$ cat config.mk
export PLATFORM = sky130hd
export DESIGN_NAME = demux_reg4
export DESIGN_NICKNAME = d
export VERILOG_FILES = /design/src/rtl/demux_reg4_pkg.sv /design/src/rtl/demux_reg4_lane_slot.sv /design/src/rtl/demux_reg4.sv
export SDC_FILE = /design/constraint.sdc
export NUM_CORES = 1
export LEC_CHECK = 0
export CAP_MARGIN = 20
export CORE_AREA = 2 2 63 71
export CTS_CLUSTER_DIAMETER = 120
export DETAILED_ROUTE_END_ITERATION = 8
export DIE_AREA = 0 0 65 73
export GPL_ROUTABILITY_DRIVEN = 0
export PLACE_DENSITY = 0.75
export SLEW_MARGIN = 20
export SYNTH_ARGS = -nofsm -noshare
export SYNTH_HDL_FRONTEND = slang
export SYNTH_SLANG_ARGS = --single-unit
$ cat constraint.sdc
create_clock -name clock -period 1.6 [get_ports clock]
set_input_delay 0.24 -clock clock [delete_from_list [all_inputs] [get_ports clock]]
set_output_delay 0.24 -clock clock [all_outputs]
set_load 0.05 [all_outputs]
$ cat src/rtl/demux_reg4_pkg.sv
// Shared constants and helpers for the registered 1-to-4 demultiplexer.
package demux_reg4_pkg;

   localparam int unsigned LANES  = 4;
   localparam int unsigned SEL_W  = 2;
   localparam int unsigned PEND_W = 3;

   localparam int unsigned LANE_A = 0;
   localparam int unsigned LANE_B = 1;
   localparam int unsigned LANE_C = 2;
   localparam int unsigned LANE_D = 3;

   // Number of lanes currently holding a word.
   function automatic logic [PEND_W-1:0] count_valid(input logic [LANES-1:0] v);
      logic [PEND_W-1:0] sum;
      sum = '0;
      for (int unsigned i = 0; i < LANES; i++) begin
         sum = sum + PEND_W'(v[i]);
      end
      return sum;
   endfunction

endpackage

$ cat src/rtl/demux_reg4_lane_slot.sv
// One holding lane: data register plus a valid flag set on load, cleared by ack or flush.
module lane_slot #(
   parameter int unsigned DATA_WIDTH = 7
) (
   input  logic                  clock,
   input  logic                  reset,
   input  logic                  load,
   input  logic                  ack,
   input  logic                  clear,
   input  logic [DATA_WIDTH-1:0] din,
   output logic [DATA_WIDTH-1:0] dout,
   output logic                  valid
);

   logic [DATA_WIDTH-1:0] data_q, data_d;
   logic                  valid_q, valid_d;

   // Load wins over ack so a same-cycle replace keeps the lane valid.
   always_comb begin
      data_d  = data_q;
      valid_d = valid_q;
      if (load) begin
         data_d = din;
      end
      if (clear) begin
         valid_d = 1'b0;
      end else if (load) begin
         valid_d = 1'b1;
      end else if (ack) begin
         valid_d = 1'b0;
      end
   end

   always_ff @(posedge clock or posedge reset) begin
      if (reset) begin
         data_q  <= '0;
         valid_q <= 1'b0;
      end else begin
         data_q  <= data_d;
         valid_q <= valid_d;
      end
   end

   assign dout  = data_q;
   assign valid = valid_q;

endmodule

$ cat src/rtl/demux_reg4.sv
// Registered 1-to-4 demultiplexer with manual or round-robin lane selection
// and per-lane backpressure.
module demux_reg4
   import demux_reg4_pkg::*;
#(
   parameter int unsigned DATA_WIDTH = 7
) (
   input  logic                  clock,
   input  logic                  reset,
   input  logic [DATA_WIDTH-1:0] in_data,
   input  logic                  in_valid,
   output logic                  in_ready,
   input  logic [SEL_W-1:0]      select,
   input  logic                  auto_mode,
   input  logic                  clear,
   output logic [DATA_WIDTH-1:0] out_a,
   output logic [DATA_WIDTH-1:0] out_b,
   output logic [DATA_WIDTH-1:0] out_c,
   output logic [DATA_WIDTH-1:0] out_d,
   output logic [LANES-1:0]      out_valid,
   input  logic [LANES-1:0]      out_ack,
   output logic [SEL_W-1:0]      ptr,
   output logic [PEND_W-1:0]     pending
);

   logic [SEL_W-1:0]      ptr_q, ptr_d;
   logic [SEL_W-1:0]      tgt_c;
   logic                  accept_c;
   logic [LANES-1:0]      load_c;
   logic [LANES-1:0]      lane_valid;
   logic [DATA_WIDTH-1:0] lane_data [LANES];

   // Ack on the target lane frees it in the same cycle, allowing a replace.
   always_comb begin
      tgt_c    = auto_mode ? ptr_q : select;
      in_ready = ~reset & ~clear & (~lane_valid[tgt_c] | out_ack[tgt_c]);
      accept_c = in_valid & in_ready;
      load_c   = '0;
      if (accept_c) begin
         load_c[tgt_c] = 1'b1;
      end
      ptr_d = ptr_q;
      if (clear) begin
         ptr_d = '0;
      end else if (accept_c && auto_mode) begin
         ptr_d = ptr_q + SEL_W'(1);
      end
   end

   always_ff @(posedge clock or posedge reset) begin
      if (reset) begin
         ptr_q <= '0;
      end else begin
         ptr_q <= ptr_d;
      end
   end

   for (genvar i = 0; i < LANES; i++) begin : g_lane
      lane_slot #(
         .DATA_WIDTH (DATA_WIDTH)
      ) u_slot (
         .clock (clock),
         .reset (reset),
         .load  (load_c[i]),
         .ack   (out_ack[i]),
         .clear (clear),
         .din   (in_data),
         .dout  (lane_data[i]),
         .valid (lane_valid[i])
      );
   end

   assign out_a     = lane_data[LANE_A];
   assign out_b     = lane_data[LANE_B];
   assign out_c     = lane_data[LANE_C];
   assign out_d     = lane_data[LANE_D];
   assign out_valid = lane_valid;
   assign ptr       = ptr_q;
   assign pending   = count_valid(lane_valid);

endmodule

==> metrics <==
run status complete, but fails checks; failing checks setup timing; clk sink count 34; share of cells above drive strength 1 60.5%; most area-hungry cell type in the Yosys netlist dfrtp_1; power per unit of standard cell area 1280 nW/um2; Pre-antenna DRT Iters 4; share of synthesized area occupied by flip-flops and latches 56.8%; width of the die 65 um; Reg clk slew, reported paths 0.07 ns; H-tree levels 2; total routed wirelength 3670 um; multi-input gate area in the final layout 678 um2; RSZ-0062 raised after global routing yes; count of final hold-check violations 0; met1 GRT Util 18.2%; clock insertion delay at the later pin of the skew report 0.28 ns; Clk pwr share 25.1%; met2 GRT Util 30.0%; post-layout util 59.2%; initial core utilization 36.6%; worst path arrival time 1.82 ns; number of DRC violations after detailed-routing iteration 0 24; remaining routing DRC violations 0; maximum single-stage delay on the critical path 0.55 ns; switching power of the nets 1.16 mW; synthesized area 1500 um2; CP Data Required Time 1.36 ns; count of hold buffers inserted by post-cts repair 0; time the final worst path needs with I/O delays and setup 2.06 ns; transition time at the pin with the least slew margin 0.284 ns; synth-to-layout area growth 61.8%; slew margin rel. 81.1%; startpoint of the worst setup timing path g_lane[3].u_slot.valid$_DFFE_PP0P_; final setup slack of the worst path -0.459 ns; pins over their slew limit 0; Hold Worst Slack 0.471 ns; CORE AREA 4100 um2; die area 4750 um2; via count of the first global-routing pass 1210; sequence of cells on the critical path inv_2 -> fa_1 -> inv_2 -> ha_4 -> ha_4 -> buf_12; number of top-level pins 56; internal cell power 1.95 mW; GR Util All Layers 16.8%; clock buffer count from CTS 5; cell count after placement 231; commonest non-fill, non-tap cells in the layout buf_4 (54), dfrtp_1 (32), mux2_2 (25); first-pass GRT wire length 5920 um; area share of the largest cell type after synthesis 56.8%; GR Util met3 4.48%; Max Fanout on Critical Path 2; net count of the mapped netlist 127; maximum clock rate 0.486 GHz; most common cell after layout, fill and taps aside buf_4; standard-cell row count 25; vertical die dimension 73 um; layer with the highest usage after global routing met2; number of antenna violations at the first check in global routing 0; pre-CTS WS -0.557 ns; number of inserted filler cells in the final layout 331; Worst Skew 0.00440 ns; Placement Cell Area 2240 um2; number of standard cells in the layout, taps in and fillers out 239; switching power share of the total 37.2%; launch point of the worst reg-to-reg path ptr[1]$_DFFE_PP0P_; maximum number of buffers from clock root to sink 2; unique cell type count in the Yosys netlist 25; vias after detailed routing 1126; average detailed-routed wire length per instance 15.3 um; Flop pwr share 35.9%; TritonCTS clock tree done; storage element area 853 um2; CP Class flop to output port; buffers plus inverters on the worst setup path 3; mean post-synth cell area 14.1 um2; PortBufs 55; number of max-cap violations 0; largest cells by area after synthesis dfrtp_1 (57%), mux2_2 (22%), buf_4 (2.0%), nand4b_2 (2.0%), inv_1 (1.8%); Min-Delay Path Class primary input to asynchronous set/reset pin; reported leakage power 1.17 nW; Gate power share 39.0%; number of antenna-violating nets in the routed design 0; synthesis-stage register bit count 34; Post-Syn Instances 106; library cell used as clock root buffer clkbuf_8; final worst-path cycle share 129%; Critical-path top delay cell fa_1; Finished Cell Area 2420 um2; type of origin of the critical path flop; critical path endpoint category output port; DP Wirelength 2850 um; worst vdd ir 724 uV; kind of cell with the highest combined delay on the critical path adder cells; # setup viols final 4; count of nets after finishing 206; GR Overflow Total 0; count of inserted antenna diode cells 0; Avg Vias per Cell 4.71; total number of yosys warnings 0; pin count of the biggest net entering global routing 23
-- power by group through the flow --
stage          Combinational, mW  Clock [mW]  Sequential (mW)
2_1_floorplan              0.214           0             1.69
3_3_place_gp                1.17           0             1.12
3_5_place_dp                1.20           0             1.13
4_1_cts                     1.20       0.807             1.12
5_1_grt                     1.26       0.845             1.14
6_report                    1.21       0.780             1.12
-- routing by layer --
layer / share of wire [%] / vias to the layer above
li1: - / 524
met1: 37 / 553
met2: 56 / 42
met3: 5.3 / 7
met4: 2.1 / 0
met5: 0 / -
-- registers in the layout, indices dropped and copies added (netlist names) --
signal               count
g_lane.u_slot.dout      28
g_lane.u_slot.valid      4
ptr                      2
-- tightest hold or removal path, cell delays in order --
cell and delay [ns]:
clkdlybuf4s50_1 0.43, buf_4 0.16, inv_1 0.07, buf_4 0.20
-- repair_timing --
action,in CTS,in global routing
setup endpoints to repair,37,18
setup buffers,0,1
endpoints found under the hold margin,0,0
pin swaps,2,1
gates resized for setup,8,9
-- metrics by stage --
step,power [mW],setup TNS [ns]
floorplan,1.90,-0.434
global placement,2.30,-15.64
detailed placement,2.33,-17.17
CTS,3.12,-1.52
global route,3.24,-1.79
finish,3.11,-1.47
-- path summary, 6_finish.rpt --
check	endpoint	slack, ns	cells after the start
hold / removal	g_lane[2].u_slot.dout[5]$_DFFE_PP0P_	0.47	4
min in group clock	g_lane[0].u_slot.dout[1]$_DFFE_PP0P_	0.51	1
hold reg to reg	g_lane[0].u_slot.dout[1]$_DFFE_PP0P_	0.51	1
max in group asynchronous	ptr[0]$_DFFE_PP0P_	0.84	4
setup / recovery	pending[1]	-0.46	6
setup reg to reg	g_lane[2].u_slot.dout[2]$_DFFE_PP0P_	0.05	6
-- Yosys cell counts --
| master | count |
|---|---|
| dfrtp_1 | 34 |
| nand3_1 | 1 |
| or2_0 | 1 |
| fa_1 | 1 |
| inv_1 | 7 |
| nand4b_2 | 2 |
| and4bb_1 | 1 |
| nand2_1 | 1 |
| ha_1 | 2 |
| nor2_1 | 2 |
| mux2i_1 | 2 |
| buf_4 | 4 |
| buf_6 | 1 |
| mux2i_2 | 1 |
| a211oi_1 | 1 |
| nand4_2 | 1 |
| nor3_1 | 1 |
| or3_1 | 1 |
| mux2_2 | 29 |
| nand2b_1 | 4 |
| a21oi_1 | 5 |
| buf_2 | 1 |
| nor3b_2 | 1 |
| a31oi_1 | 1 |
| o21ai_0 | 1 |
-- final cells by class --
type                    count  share of cell area [%]
flip-flops and latches     34                    35.2
repair buffers             78                    28.3
multi-input cells          59                    28.0
clock buffers               6                    3.41
well taps                  54                    2.79
clock inverters             1                    1.24
inverters                   7                    1.08
-- cell families after synthesis --
group | count (synthesis) | share of synthesized area [%]
compound gates | 8 | 2.92
fa+ha+maj | 3 | 3.00
buf+inv | 13 | 4.84
flops | 34 | 56.8
mux | 32 | 24.0
simple gates | 16 | 8.43
No activity file was read; power rests on OpenSTA's default activity.
